File: config.mk
export PLATFORM = sky130hd
export DESIGN_NAME = spi_3w_responder
export DESIGN_NICKNAME = d
export VERILOG_FILES = /design/src/rtl/spi_3w_responder.sv
export SDC_FILE = /design/constraint.sdc
export NUM_CORES = 1
export LEC_CHECK = 0
export ABC_CLOCK_PERIOD_IN_PS = 2700
export CAP_MARGIN = 30
export CORE_MARGIN = 2
export CORE_UTILIZATION = 24
export DETAILED_ROUTE_END_ITERATION = 8
export MAX_ROUTING_LAYER = met4
export PLACE_DENSITY_LB_ADDON = 0.3
export SKIP_LAST_GASP = 1
export SLEW_MARGIN = 5
export SYNTH_ARGS = -nofsm -noshare
export SYNTH_HDL_FRONTEND = slang
export SYNTH_SLANG_ARGS = --single-unit
File: constraint.sdc
create_clock -name axil_aclk -period 2.7 [get_ports axil_aclk]
set_clock_uncertainty 0.1 [all_clocks]
set_input_delay 0.54 -clock axil_aclk [delete_from_list [all_inputs] [get_ports axil_aclk]]
set_output_delay 0.54 -clock axil_aclk [all_outputs]
set_load 0.03 [all_outputs]
File: src/rtl/spi_3w_responder.sv
// ============================================================================
//  Module   : spi_3w_responder
//  Purpose  : 3-wire SPI target emulating a converter register port
//             (16-bit instruction, 8-bit data, streaming) backed by a
//             byte-wide register file with a host read/preload port.
//  Revision : 1.0 - initial release
// ============================================================================
`default_nettype none

module spi_3w_responder #(
    parameter int REG_DEPTH   = 64,
    parameter int SYNC_STAGES = 2
) (
    input  logic                         axil_aclk,
    input  logic                         axil_aresetn,
    input  logic                         spi_csb,
    input  logic                         spi_sclk,
    input  logic                         spi_sdio_i,
    output logic                         spi_sdio_o,
    output logic                         spi_sdio_t,
    input  logic                         host_we,
    input  logic [$clog2(REG_DEPTH)-1:0] host_addr,
    input  logic [7:0]                   host_wdata,
    output logic [7:0]                   host_rdata,
    output logic                         wr_valid,
    output logic [14:0]                  wr_addr,
    output logic [7:0]                   wr_data,
    output logic                         busy
);

    localparam int AW = $clog2(REG_DEPTH);

    typedef enum logic [1:0] {
        ST_IDLE  = 2'd0,
        ST_INSTR = 2'd1,
        ST_WDATA = 2'd2,
        ST_RDATA = 2'd3
    } state_t;

    state_t                 state;
    logic [SYNC_STAGES-1:0] csb_sync;
    logic [SYNC_STAGES-1:0] sclk_sync;
    logic [SYNC_STAGES-1:0] sdio_sync;
    logic                   csb_prev;
    logic                   sclk_prev;
    logic                   csb_s;
    logic                   sclk_s;
    logic                   sdio_s;
    logic                   sclk_rise;
    logic                   sclk_fall;
    logic                   csb_fall;
    logic                   csb_rise;

    logic [3:0]             bit_cnt;
    logic [14:0]            shreg;
    logic [14:0]            addr;
    logic [7:0]             tx;
    logic [1:0]             load_pipe;
    logic [7:0]             rd_q;
    logic [15:0]            instr_word;
    logic [7:0]             byte_in;
    logic                   spi_we;
    logic [AW-1:0]          spi_waddr;

    logic [7:0]             mem [REG_DEPTH];

    assign csb_s      = csb_sync[SYNC_STAGES-1];
    assign sclk_s     = sclk_sync[SYNC_STAGES-1];
    assign sdio_s     = sdio_sync[SYNC_STAGES-1];
    assign sclk_rise  = sclk_s & ~sclk_prev;
    assign sclk_fall  = ~sclk_s & sclk_prev;
    assign csb_fall   = ~csb_s & csb_prev;
    assign csb_rise   = csb_s & ~csb_prev;

    assign instr_word = {shreg, sdio_s};
    assign byte_in    = {shreg[6:0], sdio_s};
    assign spi_waddr  = addr[AW-1:0];
    // A write byte commits on its 8th rise unless CSB is going away in the same cycle.
    assign spi_we     = axil_aresetn && (state == ST_WDATA) && sclk_rise &&
                        (bit_cnt == 4'd7) && !csb_rise;

    // Pad synchronizers and edge-detect history. CSB resets low so that a CSB
    // already low at reset release never looks like a fresh falling edge.
    always_ff @(posedge axil_aclk) begin
        if (!axil_aresetn) begin
            csb_sync  <= '0;
            sclk_sync <= '0;
            sdio_sync <= '0;
            csb_prev  <= 1'b0;
            sclk_prev <= 1'b0;
        end else begin
            csb_sync  <= {csb_sync[SYNC_STAGES-2:0], spi_csb};
            sclk_sync <= {sclk_sync[SYNC_STAGES-2:0], spi_sclk};
            sdio_sync <= {sdio_sync[SYNC_STAGES-2:0], spi_sdio_i};
            csb_prev  <= csb_s;
            sclk_prev <= sclk_s;
        end
    end

    // Register file writes; an SPI write to the same location beats the host.
    always_ff @(posedge axil_aclk) begin
        if (spi_we) begin
            mem[spi_waddr] <= byte_in;
        end
        if (host_we && !(spi_we && (host_addr == spi_waddr))) begin
            mem[host_addr] <= host_wdata;
        end
    end

    // SPI-side read port; always tracks the current transfer address.
    always_ff @(posedge axil_aclk) begin
        rd_q <= mem[spi_waddr];
    end

    // Host read port, write-first so same-cycle writes are visible next cycle.
    always_ff @(posedge axil_aclk) begin
        if (!axil_aresetn) begin
            host_rdata <= 8'h00;
        end else if (spi_we && (spi_waddr == host_addr)) begin
            host_rdata <= byte_in;
        end else if (host_we) begin
            host_rdata <= host_wdata;
        end else begin
            host_rdata <= mem[host_addr];
        end
    end

    // Transaction FSM with registered SDIO, write-strobe and busy outputs.
    always_ff @(posedge axil_aclk) begin
        if (!axil_aresetn) begin
            state      <= ST_IDLE;
            bit_cnt    <= 4'd0;
            shreg      <= 15'd0;
            addr       <= 15'd0;
            tx         <= 8'h00;
            load_pipe  <= 2'b00;
            spi_sdio_o <= 1'b0;
            spi_sdio_t <= 1'b1;
            wr_valid   <= 1'b0;
            wr_addr    <= 15'd0;
            wr_data    <= 8'h00;
            busy       <= 1'b0;
        end else begin
            wr_valid  <= 1'b0;
            // Prefetch: address settles, then rd_q, then the byte lands in tx.
            load_pipe <= {load_pipe[0], 1'b0};
            if (load_pipe[1]) begin
                tx <= rd_q;
            end
            if (csb_rise) begin
                state      <= ST_IDLE;
                bit_cnt    <= 4'd0;
                spi_sdio_t <= 1'b1;
                spi_sdio_o <= 1'b0;
                busy       <= 1'b0;
                load_pipe  <= 2'b00;
            end else begin
                case (state)
                    ST_IDLE: begin
                        if (csb_fall) begin
                            state   <= ST_INSTR;
                            bit_cnt <= 4'd0;
                            busy    <= 1'b1;
                        end
                    end
                    ST_INSTR: begin
                        if (sclk_rise) begin
                            shreg   <= {shreg[13:0], sdio_s};
                            bit_cnt <= bit_cnt + 4'd1;
                            if (bit_cnt == 4'd15) begin
                                addr    <= instr_word[14:0];
                                bit_cnt <= 4'd0;
                                if (instr_word[15]) begin
                                    state     <= ST_RDATA;
                                    load_pipe <= 2'b01;
                                end else begin
                                    state <= ST_WDATA;
                                end
                            end
                        end
                    end
                    ST_WDATA: begin
                        if (sclk_rise) begin
                            shreg   <= {shreg[13:0], sdio_s};
                            bit_cnt <= bit_cnt + 4'd1;
                            if (bit_cnt == 4'd7) begin
                                bit_cnt  <= 4'd0;
                                wr_valid <= 1'b1;
                                wr_addr  <= addr;
                                wr_data  <= byte_in;
                                addr     <= addr + 15'd1;
                            end
                        end
                    end
                    ST_RDATA: begin
                        if (sclk_fall) begin
                            spi_sdio_o <= tx[7];
                            tx         <= {tx[6:0], 1'b0};
                            spi_sdio_t <= 1'b0;
                        end
                        if (sclk_rise) begin
                            bit_cnt <= bit_cnt + 4'd1;
                            if (bit_cnt == 4'd7) begin
                                bit_cnt   <= 4'd0;
                                addr      <= addr + 15'd1;
                                load_pipe <= 2'b01;
                            end
                        end
                    end
                    default: begin
                        state <= ST_IDLE;
                    end
                endcase
            end
        end
    end

endmodule

`default_nettype wire

==> summary.txt <==
power share of the clock group: 43.9%
syn_nets: 2880
max-slew violations: 0
CTS buffer count: 74
Relative slew margins: 31.1%
Yosys cell types: 77
global placement routability congestion: 0.994
Setup crit start: addr[2]
CTS tree: built
H-tree levels: 3
num ports: 55
top_reg_cell synth: edfxtp_1
via-per-instance ratio: 5.35
Final Cycle Share: 108%
ratio of cells with drive above 1 in the final layout: 49.4%
sw frac: 25.6%
post-route setup TNS: -4110 ps
Die Area: 159000 um^2
Post-synth EDFFs: 512
Yosys reg bits: 609
Async S/R FF share, synth: 0%
most frequent cell after synthesis: edfxtp_1
Synth Cell Area: 37400 um^2
placed instance area: 45500 um^2
clk_lat worst skew: 690 ps
Gate Count Post-Synth: 2854
critical path launch point type: register
Least-Margin Pin Slew: 1030 ps
FF-to-FF path depth: 10
failing checks: negative setup slack
Worst Path Arrival: 3360 ps
Synth Warn #: 0
reg-to-reg critical path endpoint: rd_q[6]
peak supply drop: 0.000420 V
row count: 144
first-pass GRT wire length: 241000 um
main area contributors after synthesis: edfxtp_1 41%, mux2_4 15%, mux4_2 5.4%, dfxtp_1 5.2%, mux2i_1 4.9%
pwr dens: 466 nW/um^2
Worst setup EP type: register
sequential share of power: 43.5%
Max-Cap Viols: 0
final setup violation count: 125
status: finished, violations left
Avg Cell Area, Syn: 13.1 um^2
Synth top area share: 41.1%
grt ovf: 0
Worst EP required: 3150 ps
Syn-to-layout area delta: 34.5%
Worst Setup EP: rd_q[6]
Post-DRT Antenna Nets: 0
drt pass-1 iters: 6
Via Count: 29800
reg2reg setup slack: -210 ps
Die W: 399 um
Die Y: 399 um
Comb pwr share: 12.6%
clock-pin slew on the worst setup and hold paths: 60 ps
unrepaired setup endpoints after global routing: yes
port bufs: 54
r2r startpoint: addr[2]
net switching power: 6.02 mW
vias in the first global route: 28700
HPWL reported at the end of detailed placement: 128000 um
cell-internal power: 17.4 mW
DRC viols: 0
Tmin final: 2910 ps
CTS Buffer Depth: 3
critical path fanouts, max: 7
Clock Tree Root: clkbuf_16
Nets: 3481
Finished Cell Area: 50300 um^2
initial antenna violation count: 11
LEAKAGE: 18.6 nW
initial DRC count: 3758
Crit Path Class: register to register
final hold vios: 0
final wirelength: 177000 um
largest net degree at the start of global routing: 61
most common library cells after synthesis: 512 x edfxtp_1, 366 x mux2_4, 184 x mux2i_1
Core Region: 154000 um^2
fmax: 0.343 GHz
DR WL/cell: 31.8 um
register area share after synthesis: 46.3%
clk sinks: 609
filler instances: 15300
GRT Resource Usage Total: 22.4%
hold crit path type: register to register
Final WS setup: -212 ps
Starting Density: 24.2%
Synth area leader: edfxtp_1
[cell families (layout without fill, tap and decap cells)]
family | count (synthesis) | in the layout | synth area share (%)
xor gates and xnor gates | 6 | 6 | 0.141
buffers and inverters | 309 | 949 | 3.92
and+or+nand+nor | 494 | 514 | 8.02
other | 0 | 5 | 0
adders and majority gates | 6 | 6 | 0.201
AOI/OAI and AO/OA | 628 | 628 | 11.5
muxes | 802 | 802 | 29.9
DFF | 609 | 609 | 46.3
[worst max-delay path, cell delays in order, from the launching register on]
cell	delay (ps)
dfxtp_4	480
buf_12	170
buf_4	130
nor2b_2	140
buf_12	180
a221oi_1	240
a21oi_1	70
o21ai_0	330
buf_4	230
o21ai_0	90
or4_4	590
[sequential cells by signal, indices dropped and copies added (netlist names), 2 cells and up]
| name | flops |
|---|---|
| mem | 512 |
| addr | 15 |
| shreg | 15 |
| wr_addr | 15 |
| host_rdata | 8 |
| rd_q | 8 |
| tx | 8 |
| wr_data | 8 |
| bit_cnt | 4 |
| csb_sync | 2 |
| load_pipe | 2 |
| sclk_sync | 2 |
| sdio_sync | 2 |
| state | 2 |
[worst min-delay path by stage]
stage	start	to	slack [ps]	cells past startpoint
2_1_floorplan	csb_sync[0]	csb_sync[1]	310	1
3_3_place_gp	sdio_sync[0]	sdio_sync[1]	310	1
3_5_place_dp	sdio_sync[0]	sdio_sync[1]	320	1
4_1_cts	spi_sclk	sclk_sync[0]	290	2
5_1_grt	spi_csb	csb_sync[0]	330	2
6_report	sdio_sync[0]	sdio_sync[1]	330	1
[per-layer routing]
| layer | up-vias | GRT usage, % | wire length, um |
|---|---|---|---|
| met5 | - | - | 0 |
| met1 | 15400 | 30.2 | 76800 |
| met4 | 0 | 8.63 | 7720 |
| li1 | 12500 | - | - |
| met2 | 1570 | 32.9 | 77200 |
| met3 | 322 | 4.28 | 15000 |
[area by class of cell]
type	count	area (um^2)	area share (%)
diodes	5	12.5	0.0249
clock buffers	110	2220	4.42
clock inverters	25	230	0.458
multi-input cells	1956	19600	39.0
flip-flops and latches	609	17400	34.5
repair buffers	803	8250	16.4
well taps	2044	2560	5.08
inverters	11	45.0	0.0895
[placed cells by master (no fill, tap or decap), types with 13 or more instances in the layout]
master,instances
buf_4,564
clkbuf_16,82
clkdlybuf4s50_1,43
buf_6,30
buf_12,147
nor2_1,93
o21bai_4,16
o21ai_0,119
and2_1,18
a221oi_2,14
o22ai_1,55
mux4_2,89
o2bb2ai_1,16
a221oi_1,52
nand2_1,177
clkbuf_8,13
a22o_1,22
mux2_2,162
clkbuf_1,18
nor3_1,14
a21oi_1,106
mux2i_1,178
nand3_1,18
mux2_4,367
dfxtp_1,82
o21bai_2,22
edfxtp_1,512
a221o_1,15
a211oi_1,14
nor3_4,71
a22oi_1,61
nand3b_1,15
[through the flow]
step | hold slack (ps) | worst slack [ps] | utilization (%) | power (mW) | cells
finish | 330 | -212 | 32.6 | 23.5 | 5563
CTS | 291 | -231 | 32.0 | 23.5 | 5501
detailed placement | 321 | -829 | 29.5 | 13.0 | 5286
global placement | 315 | -815 | 29.5 | 13.0 | 5286
global route | 327 | -192 | 32.6 | 24.0 | 5562
floorplan | 312 | -88.2 | - | 11.6 | 2854
[power groups by stage]
stage                     Clock [mW]  Sequential [mW]  Combinational, mW
after detailed placement           0             10.4               2.64
final                           10.3             10.2               2.96
after global routing            10.8             10.2               3.02
after CTS                       10.4             10.2               2.82
after floorplan                    0             10.4               1.22
after global placement             0             10.4               2.64
[what timing repair did]
action / in CTS / in global routing
gates cloned: 26 / 5
gates resized for setup: 117 / 73
pin swaps: 42 / 42
setup endpoints to repair: 876 / 855
setup buffers: 59 / 64
hold buffers: 0 / 0
(Power assumes the default switching activity.)
